[config.mk]
export PLATFORM = sky130hd
export DESIGN_NAME = p4_router_egr_shaper
export DESIGN_NICKNAME = d
export VERILOG_FILES = /design/src/rtl/p4_router_pkg.sv /design/src/rtl/p4_router_token_bucket.sv /design/src/rtl/p4_router_egr_shaper.sv
export SDC_FILE = /design/constraint.sdc
export NUM_CORES = 1
export LEC_CHECK = 0
export CAP_MARGIN = 20
export CORE_MARGIN = 3
export CORE_UTILIZATION = 59
export DETAILED_ROUTE_END_ITERATION = 8
export GPL_ROUTABILITY_DRIVEN = 0
export PLACE_DENSITY = 0.84
export REMOVE_ABC_BUFFERS = 1
export SYNTH_ARGS = -nofsm -noshare
export SYNTH_HDL_FRONTEND = slang
export SYNTH_SLANG_ARGS = --single-unit
[constraint.sdc]
create_clock -name clk -period 9.5 [get_ports clk]
set_clock_uncertainty 0.15 [all_clocks]
set_input_delay 1.425 -clock clk [delete_from_list [all_inputs] [get_ports clk]]
set_output_delay 1.425 -clock clk [all_outputs]
set_load 0.01 [all_outputs]
[src/rtl/p4_router_pkg.sv]
// Shared types and constants for the P4 router egress shaper.
// Latency: n/a (types only); backpressure: n/a.
package p4_router_pkg;

    localparam int SHAPER_TOKEN_PAD   = 2;
    localparam int SHAPER_RATE_MAX_W  = 32;
    localparam int SHAPER_BURST_MAX_W = 32;

    // Held at the maximum widths; unused upper bits are constant zero and trim away.
    typedef struct packed {
        logic                          enable;
        logic [SHAPER_RATE_MAX_W-1:0]  rate;
        logic [SHAPER_BURST_MAX_W-1:0] burst;
    } shaper_cfg_t;

endpackage

[src/rtl/p4_router_token_bucket.sv]
// One egress token bucket: config regs, saturating signed credit, registered eligibility.
// Latency: tokens and eligibility update at the edge of the event; backpressure: none.
module p4_router_token_bucket
    import p4_router_pkg::*;
#(
    parameter int RATE_W  = 16,
    parameter int BURST_W = 20,
    parameter int BYTES_W = 11
) (
    input  logic                                       clk,
    input  logic                                       aresetn,
    input  logic                                       tick_i,
    input  logic                                       cfg_wr_i,
    input  logic                                       cfg_enable_i,
    input  logic [RATE_W-1:0]                          cfg_rate_i,
    input  logic [BURST_W-1:0]                         cfg_burst_i,
    input  logic                                       debit_vld_i,
    input  logic [BYTES_W-1:0]                         debit_bytes_i,
    output logic signed [BURST_W+SHAPER_TOKEN_PAD-1:0] tokens_o,
    output logic                                       eligible_o
);

    localparam int TOKEN_W = BURST_W + SHAPER_TOKEN_PAD;
    localparam int WIDE_W  = (SHAPER_BURST_MAX_W > SHAPER_RATE_MAX_W) ? SHAPER_BURST_MAX_W
                                                                       : SHAPER_RATE_MAX_W;
    localparam int SUM_W   = ((TOKEN_W > WIDE_W + 1) ? TOKEN_W : WIDE_W + 1) + 2;

    localparam logic signed [SUM_W-1:0] TOK_MIN =
        {{(SUM_W - TOKEN_W + 1){1'b1}}, {(TOKEN_W - 1){1'b0}}};

    shaper_cfg_t               cfg_q, cfg_d;
    logic signed [TOKEN_W-1:0] tokens_q, tokens_d;
    logic                      elig_q, elig_d;

    logic signed [SUM_W-1:0]   tok_sum;
    logic signed [SUM_W-1:0]   tok_sat;
    logic signed [SUM_W-1:0]   burst_ext;

    always_comb begin
        burst_ext = SUM_W'($signed({1'b0, cfg_q.burst}));

        tok_sum = SUM_W'(tokens_q);
        if (tick_i) begin
            tok_sum = tok_sum + SUM_W'($signed({1'b0, cfg_q.rate}));
        end
        if (debit_vld_i) begin
            tok_sum = tok_sum - SUM_W'($signed({1'b0, debit_bytes_i}));
        end

        if (tok_sum > burst_ext) begin
            tok_sat = burst_ext;
        end else if (tok_sum < TOK_MIN) begin
            tok_sat = TOK_MIN;
        end else begin
            tok_sat = tok_sum;
        end

        // A config write refills to the new ceiling and swallows any same-cycle tick or debit.
        cfg_d    = cfg_q;
        tokens_d = TOKEN_W'(tok_sat);
        if (cfg_wr_i) begin
            cfg_d.enable = cfg_enable_i;
            cfg_d.rate   = SHAPER_RATE_MAX_W'(cfg_rate_i);
            cfg_d.burst  = SHAPER_BURST_MAX_W'(cfg_burst_i);
            tokens_d     = TOKEN_W'(cfg_burst_i);
        end else if (!cfg_q.enable) begin
            tokens_d = TOKEN_W'(cfg_q.burst);
        end

        elig_d = !cfg_d.enable || (tokens_d > 0);
    end

    always_ff @(posedge clk or negedge aresetn) begin
        if (!aresetn) begin
            cfg_q    <= '0;
            tokens_q <= '0;
            elig_q   <= 1'b0;
        end else begin
            cfg_q    <= cfg_d;
            tokens_q <= tokens_d;
            elig_q   <= elig_d;
        end
    end

    assign tokens_o   = tokens_q;
    assign eligible_o = elig_q;

endmodule

[src/rtl/p4_router_egr_shaper.sv]
// Per-egress-port token-bucket shaper producing a registered scheduler eligibility vector.
// Latency: events land at their own edge, readback lags one cycle; backpressure: none.
module p4_router_egr_shaper
    import p4_router_pkg::*;
#(
    parameter int  NUM_EGR_PORTS = 1,
    parameter int  MTU_BYTES     = 2000,
    parameter int  REFILL_PERIOD = 256,
    parameter int  RATE_W        = 16,
    parameter int  BURST_W       = 20,
    localparam int PORT_W        = (NUM_EGR_PORTS > 1) ? $clog2(NUM_EGR_PORTS) : 1,
    localparam int BYTES_W       = $clog2(MTU_BYTES + 1),
    localparam int TOKEN_W       = BURST_W + SHAPER_TOKEN_PAD
) (
    input  logic                      clk,
    input  logic                      aresetn,
    input  logic                      pkt_done_valid,
    input  logic [PORT_W-1:0]         pkt_done_port,
    input  logic [BYTES_W-1:0]        pkt_done_bytes,
    input  logic                      cfg_wr,
    input  logic [PORT_W-1:0]         cfg_port,
    input  logic                      cfg_enable,
    input  logic [RATE_W-1:0]         cfg_rate,
    input  logic [BURST_W-1:0]        cfg_burst,
    output logic signed [TOKEN_W-1:0] cfg_rd_tokens,
    output logic [NUM_EGR_PORTS-1:0]  egr_port_eligible
);

    localparam int CNT_W = (REFILL_PERIOD > 1) ? $clog2(REFILL_PERIOD) : 1;

    if (BYTES_W > BURST_W) begin : g_chk_mtu
        $error("MTU_BYTES does not fit in a BURST_W-wide bucket");
    end
    if (REFILL_PERIOD < 2) begin : g_chk_period
        $error("REFILL_PERIOD must be at least 2");
    end
    if (RATE_W > SHAPER_RATE_MAX_W || BURST_W > SHAPER_BURST_MAX_W) begin : g_chk_widths
        $error("RATE_W or BURST_W exceeds the shaper_cfg_t field width");
    end

    logic [CNT_W-1:0] presc_q, presc_d;
    logic             tick;

    assign tick = (presc_q == CNT_W'(REFILL_PERIOD - 1));

    always_comb begin
        presc_d = tick ? '0 : presc_q + CNT_W'(1);
    end

    always_ff @(posedge clk or negedge aresetn) begin
        if (!aresetn) begin
            presc_q <= '0;
        end else begin
            presc_q <= presc_d;
        end
    end

    logic signed [TOKEN_W-1:0] bkt_tokens [NUM_EGR_PORTS];

    // Out-of-range port indices match no bucket, so they fall through as no-ops.
    for (genvar p = 0; p < NUM_EGR_PORTS; p++) begin : g_bkt
        logic hit_cfg;
        logic hit_debit;

        assign hit_cfg   = cfg_wr && (cfg_port == PORT_W'(p));
        assign hit_debit = pkt_done_valid && (pkt_done_port == PORT_W'(p));

        p4_router_token_bucket #(
            .RATE_W  (RATE_W),
            .BURST_W (BURST_W),
            .BYTES_W (BYTES_W)
        ) u_bkt (
            .clk           (clk),
            .aresetn       (aresetn),
            .tick_i        (tick),
            .cfg_wr_i      (hit_cfg),
            .cfg_enable_i  (cfg_enable),
            .cfg_rate_i    (cfg_rate),
            .cfg_burst_i   (cfg_burst),
            .debit_vld_i   (hit_debit),
            .debit_bytes_i (pkt_done_bytes),
            .tokens_o      (bkt_tokens[p]),
            .eligible_o    (egr_port_eligible[p])
        );
    end

    logic signed [TOKEN_W-1:0] rd_q, rd_d;

    always_comb begin
        rd_d = '0;
        for (int i = 0; i < NUM_EGR_PORTS; i++) begin
            if (cfg_port == PORT_W'(i)) begin
                rd_d = bkt_tokens[i];
            end
        end
    end

    always_ff @(posedge clk or negedge aresetn) begin
        if (!aresetn) begin
            rd_q <= '0;
        end else begin
            rd_q <= rd_d;
        end
    end

    assign cfg_rd_tokens = rd_q;

endmodule

==> results of run 1 <==
[state kept, by name, indices dropped and copies added (netlist names)]
name and cells:
cfg_rd_tokens 22, g_bkt.u_bkt.tokens_o 22, g_bkt.u_bkt.burst_ext 20, g_bkt.u_bkt.cfg_q 17, presc_q 8, g_bkt.u_bkt.eligible_o 1
[synth_stat cells, types with 9 or more instances]
master / instances / area share
a21oi_1: 36 / 0.029
nand3_1: 15 / 0.012
nand2_1: 129 / 0.079
dfrtp_1: 90 / 0.37
xor2_1: 12 / 0.017
inv_1: 49 / 0.030
nor2b_1: 33 / 0.034
o21ai_0: 44 / 0.036
ha_1: 48 / 0.098
clkbuf_1: 17 / 0.010
o21a_1: 9 / 0.011
a21o_1: 11 / 0.013
xnor2_1: 26 / 0.037
nor2_1: 44 / 0.027
[power groups by stage]
stage          sequential, mW  clock [mW]  combinational [mW]
3_5_place_dp            0.511           0               0.817
2_1_floorplan           0.499           0               0.589
5_1_grt                 0.512       0.318               0.924
6_report                0.504       0.295               0.843
3_3_place_gp            0.507           0               0.778
4_1_cts                 0.503       0.302               0.824
[critical path: cells and delay by family, from the launching register on]
kind / cells / cell delay [ps]
buffers and inverters: 1 / 70
XOR/XNOR: 2 / 380
flip-flops: 1 / 390
AND/OR/NAND/NOR: 9 / 1840
adder cells (fa/ha/maj): 4 / 1270
AO/OA/AOI/OAI: 12 / 2650
[worst max path at each step]
stage / start / end / slack, ps / depth (start not counted)
floorplan: presc_q[0] / g_bkt[0].u_bkt.eligible_o / 3100 / 28
global placement: pkt_done_bytes[0] / g_bkt[0].u_bkt.eligible_o / 2850 / 25
detailed placement: pkt_done_bytes[0] / g_bkt[0].u_bkt.eligible_o / 2630 / 25
CTS: g_bkt[0].u_bkt.tokens_o[0] / g_bkt[0].u_bkt.eligible_o / 2770 / 28
global route: presc_q[0] / g_bkt[0].u_bkt.eligible_o / 2250 / 29
finish: g_bkt[0].u_bkt.tokens_o[0] / g_bkt[0].u_bkt.eligible_o / 2650 / 28
[layer usage]
metal / share of wire / vias up / global-route usage
met3: 0.076 / 51 / 0.0696
li1: - / 2567 / -
met1: 0.42 / 2498 / 0.353
met4: 0.031 / 0 / 0.115
met2: 0.47 / 223 / 0.453
met5: 0 / - / 0
[cell type report]
cell class,instances,area (µm²),area share
well taps,133,166,0.0231
inverters,49,184,0.0255
multi-input cells,540,3590,0.497
flip-flops and latches,90,2250,0.312
clock buffers,10,138,0.0191
clock inverters,6,88.8,0.0123
repair buffers,81,796,0.110
[kinds of logic (layout without fill, tap and decap cells)]
logic type | Yosys count | after routing | share of synthesized area
AO/OA/AOI/OAI | 171 | 171 | 0.194
XOR/XNOR | 40 | 40 | 0.0597
adder cells (fa/ha/maj) | 50 | 50 | 0.105
buffers and inverters | 73 | 146 | 0.0474
flip-flops | 90 | 90 | 0.368
multiplexers | 4 | 4 | 0.00715
AND/OR/NAND/NOR | 275 | 275 | 0.220
==> impl_metrics.yaml, run 1 <==
global_route:
  antenna_found_initial: 0
  grtUsageTotal: 0.278
  overflow: 0
  grt_max_degree: 61
  grt_pass1_vias: 5330
  grt_pass1_wl_um: 25400
route:
  wl_per_cell_um: 17.0
  drc: 0
  drtIter0Drc: 385
  drtPass1Iterations: 6
  vias: 5339
  via_per_inst: 5.87
  drt.antenna.violating_nets: 0
  drt-total-wl_um: 15400
clock_network:
  htreeDepth: 3
  clock_path_buffers: 2
  root_buffer: "clkbuf_8"
  clk_latency_ps: 380
  cts.sinks: 90
  cts_tree: "built"
  cts_buffers: 9
  clk_pin_slew_ps: 80
  post-cts-setup-buffers: 0
  post_cts_resized: 0
  cts_hold_buf: 0
floorplanning:
  core-area_um2: 9910
  die_h_um: 108
  dieArea_um2: 11600
  initial_core_util: 0.618
  rows: 36
  die_w_um: 108
  io_pins: 77
timing:
  fin_crit_ps: 6850
  worst_slew_pin_slew_ps: 880
  rsz0062_at_grt: "false"
  fin_crit_sh: 0.721
  max_freq_mhz: 146
  timing.setup.tns_ps: 0
  timing.hold.ws_ps: 333
  slew_headroom: 0.412
  finalHoldViolCount: 0
  setup_violations: 0
  slew_violations: 0
  layout_setup_ws_ps: 2650
power_and_ir_drop:
  power.density_nw_per_um2: 228
  p_comb_frac: 0.513
  p_int_mw: 0.956
  pwr-share-seq: 0.307
  vdd.ir_drop.worst_mv: 0.198
  total_power_mw: 1.64
  p_sw_frac: 0.418
  leakage_nw: 3.35
  p_switching_mw: 0.686
  power_frac_clock: 0.180
cells_and_area:
  final_cell_area_um2: 7210
  nets: 875
  area_growth_pct: 17.8
  n_antenna_cell: 0
  layout-drive-gt1-share: 0.0735
  final_cell_mix: "129 x nand2_1, 90 x dfrtp_1, 75 x clkdlybuf4s50_1, 49 x inv_1, 48 x ha_1"
  fin_util: 0.728
  instances_no_fill: 909
  fillers: 744
  final_common_cell: "nand2_1"
min_path:
  hp-start: "presc_q[7]"
  hold_depth: 1
  hold_path.class: "flop to flop"
  worstHoldEndpoint: "presc_q[7]"
logic_synthesis:
  yosysSeqAreaShare: 0.368
  synth-seq-cells: 90
  synth_cells: 703
  synth_edf_count: 0
  yosysUniqueCellTypes: 74
  ys.flop_type: "dfrtp_1"
  async_flop_share: 1.00
  synth.avg_cell_area_um2: 8.71
  ys_warn_count: 0
  syn-cell-area_um2: 6120
critical_path:
  rr_endpoint: "g_bkt[0].u_bkt.eligible_o"
  slowest_delay_ps: 520
  startpoint_type: "flop"
  worstPathRequired_ps: 9600
  cp_slowest_cell: "nor2b_1"
  worstPathMaxFanout: 9
  r2r_start: "g_bkt[0].u_bkt.tokens_o[0]"
  r2r_slack_ps: 2650
  endpoint_kind: "flop"
  critPathArrivalTime_ps: 6960
  rr_worst_depth: 28
  path_class: "flop to flop"
place:
  place_ws_ps: 2630
  placedCellCount: 893
  placed_area_um2: 6980
  portBuffers: 76
  dp_hpwl_um: 11900
flow_run:
  maxCapViolCount: 0
outcome:
  status: "finished, final reports clean"
(Power assumes the default switching activity.)
==> run 2: changes to the inputs <==
- CORE_UTILIZATION: 59 -> 57
- PLACE_DENSITY: 0.84 -> 0.82
- clock period: 9.5 -> 6.93 ns (I/O delays scaled with it)
==> impl_metrics.yaml, run 2 (synthesized netlist as in run 1, its figures left out) <==
route:
  drt.antenna.violating_nets: 0
  drc: 0
  via_per_inst: 5.83
  vias: 5337
  drt-total-wl_um: 15700
  drtPass1Iterations: 6
  wl_per_cell_um: 17.1
  drtIter0Drc: 399
timing:
  max_freq_mhz: 152
  rsz0062_at_grt: "false"
  timing.setup.tns_ps: 0
  fin_crit_ps: 6580
  worst_slew_pin_slew_ps: 762
  finalHoldViolCount: 0
  slew_violations: 0
  fin_crit_sh: 0.949
  slew_headroom: 0.491
  setup_violations: 0
place:
  placed_area_um2: 7020
  dp_hpwl_um: 12200
  placedCellCount: 900
  portBuffers: 76
power_and_ir_drop:
  total_power_mw: 2.21
  leakage_nw: 3.37
  vdd.ir_drop.worst_mv: 0.140
  power.density_nw_per_um2: 304
floorplanning:
  rows: 37
  core-area_um2: 10400
  die_w_um: 110
  die_h_um: 110
  initial_core_util: 0.590
  dieArea_um2: 12000
  io_pins: 77
min_path:
  hold_path.class: "flop to flop"
critical_path:
  path_class: "flop to flop"
  worstPathMaxFanout: 4
  crit_family: "compound AO/OA/AOI/OAI gates"
  endpoint_kind: "flop"
  startpoint_type: "flop"
  cp_common_cell: "ha_1"
  worstPathBufferInverterCount: 1
  worstPathRequired_ps: 7040
  critPathArrivalTime_ps: 6680
  cp_slowest_cell: "a2111o_1"
  slowest_delay_ps: 460
clock_network:
  cts_tree: "built"
  htreeDepth: 3
  cts_hold_buf: 0
  post-cts-setup-buffers: 0
  clk_latency_ps: 380
  clock_path_buffers: 2
  cts_buffers: 9
  clk_pin_slew_ps: 90
  root_buffer: "clkbuf_8"
  cts.sinks: 90
cells_and_area:
  area_growth_pct: 18.7
  instances_no_fill: 915
  final_cell_mix: "129 x nand2_1, 90 x dfrtp_1, 75 x clkdlybuf4s50_1, 49 x inv_1, 48 x ha_1"
  fillers: 803
  layout-drive-gt1-share: 0.0847
  n_antenna_cell: 0
  final_common_cell: "nand2_1"
  final_cell_area_um2: 7260
  nets: 879
global_route:
  grt_pass1_wl_um: 25400
  antenna_found_initial: 0
  grt_pass1_vias: 5271
  grt_max_degree: 50
  grtUsageTotal: 0.275
  overflow: 0
outcome:
  status: "finished, final reports clean"
flow_run:
  maxCapViolCount: 0
## run 2: changes by cell type in the layout (fill, tap and decap cells not counted), sizes merged
cell and delta:
buf +4, clkinvlp -1, bufinv -2, inv -1
clkbuf +3
## run 2: final cells by class
class                           instances  area, µm²  share of cell area
Inverter                               49        184              0.0253
Clock buffer                           13        159              0.0219
Sequential cell                        90       2250               0.310
Timing Repair Buffer                   85        826               0.114
Tap cell                              136        170              0.0234
Clock inverter                          2       12.5             0.00172
Multi-Input combinational cell        540       3660               0.504
## run 2: path summary, 6_finish.rpt
| path | endpoint | startpoint | slack (ps) | cells past startpoint |
|---|---|---|---|---|
| min | presc_q[7] | presc_q[7] | 340 | 1 |
| min reg2reg | presc_q[7] | presc_q[7] | 340 | 1 |
| max | g_bkt[0].u_bkt.eligible_o | g_bkt[0].u_bkt.tokens_o[0] | 350 | 28 |
| max in group asynchronous | g_bkt[0].u_bkt.tokens_o[20] | aresetn | 5170 | 2 |
| min in group asynchronous | g_bkt[0].u_bkt.tokens_o[14] | aresetn | 480 | 1 |
| max reg2reg | g_bkt[0].u_bkt.eligible_o | g_bkt[0].u_bkt.tokens_o[0] | 350 | 28 |
## run 2: worst reg2reg max path, delay by kind of cell, from the launching register on
kind,cells,cell delay (ps)
AO/OA/AOI/OAI,13,2990
XOR/XNOR,2,330
adder cells (fa/ha/maj),4,1180
buffers and inverters,1,60
flip-flops,1,410
AND/OR/NAND/NOR,8,1350
## run 2: through the flow
step / util / setup slack, ps / hold slack (ps)
floorplan: - / 530 / 288
global placement: 0.677 / 541 / 330
detailed placement: 0.677 / 256 / 321
CTS: 0.693 / 223 / 338
global route: 0.700 / 0.943 / 355
finish: 0.700 / 355 / 340
## run 2: what timing repair did
item	in CTS	in global routing
gates resized for setup	0	17
hold endpoints to repair	0	0
setup endpoints to repair	0	1
## run 2: metal layers
layer,part of all wire,global-route usage
met1,0.42,0.355
met2,0.48,0.458
met3,0.063,0.0364
met4,0.037,0.126
met5,0,0
## run 2: where the power goes
group          switching, mW  internal (mW)
registers             0.0808          0.615
logic                  0.687          0.500
clock network          0.177          0.148
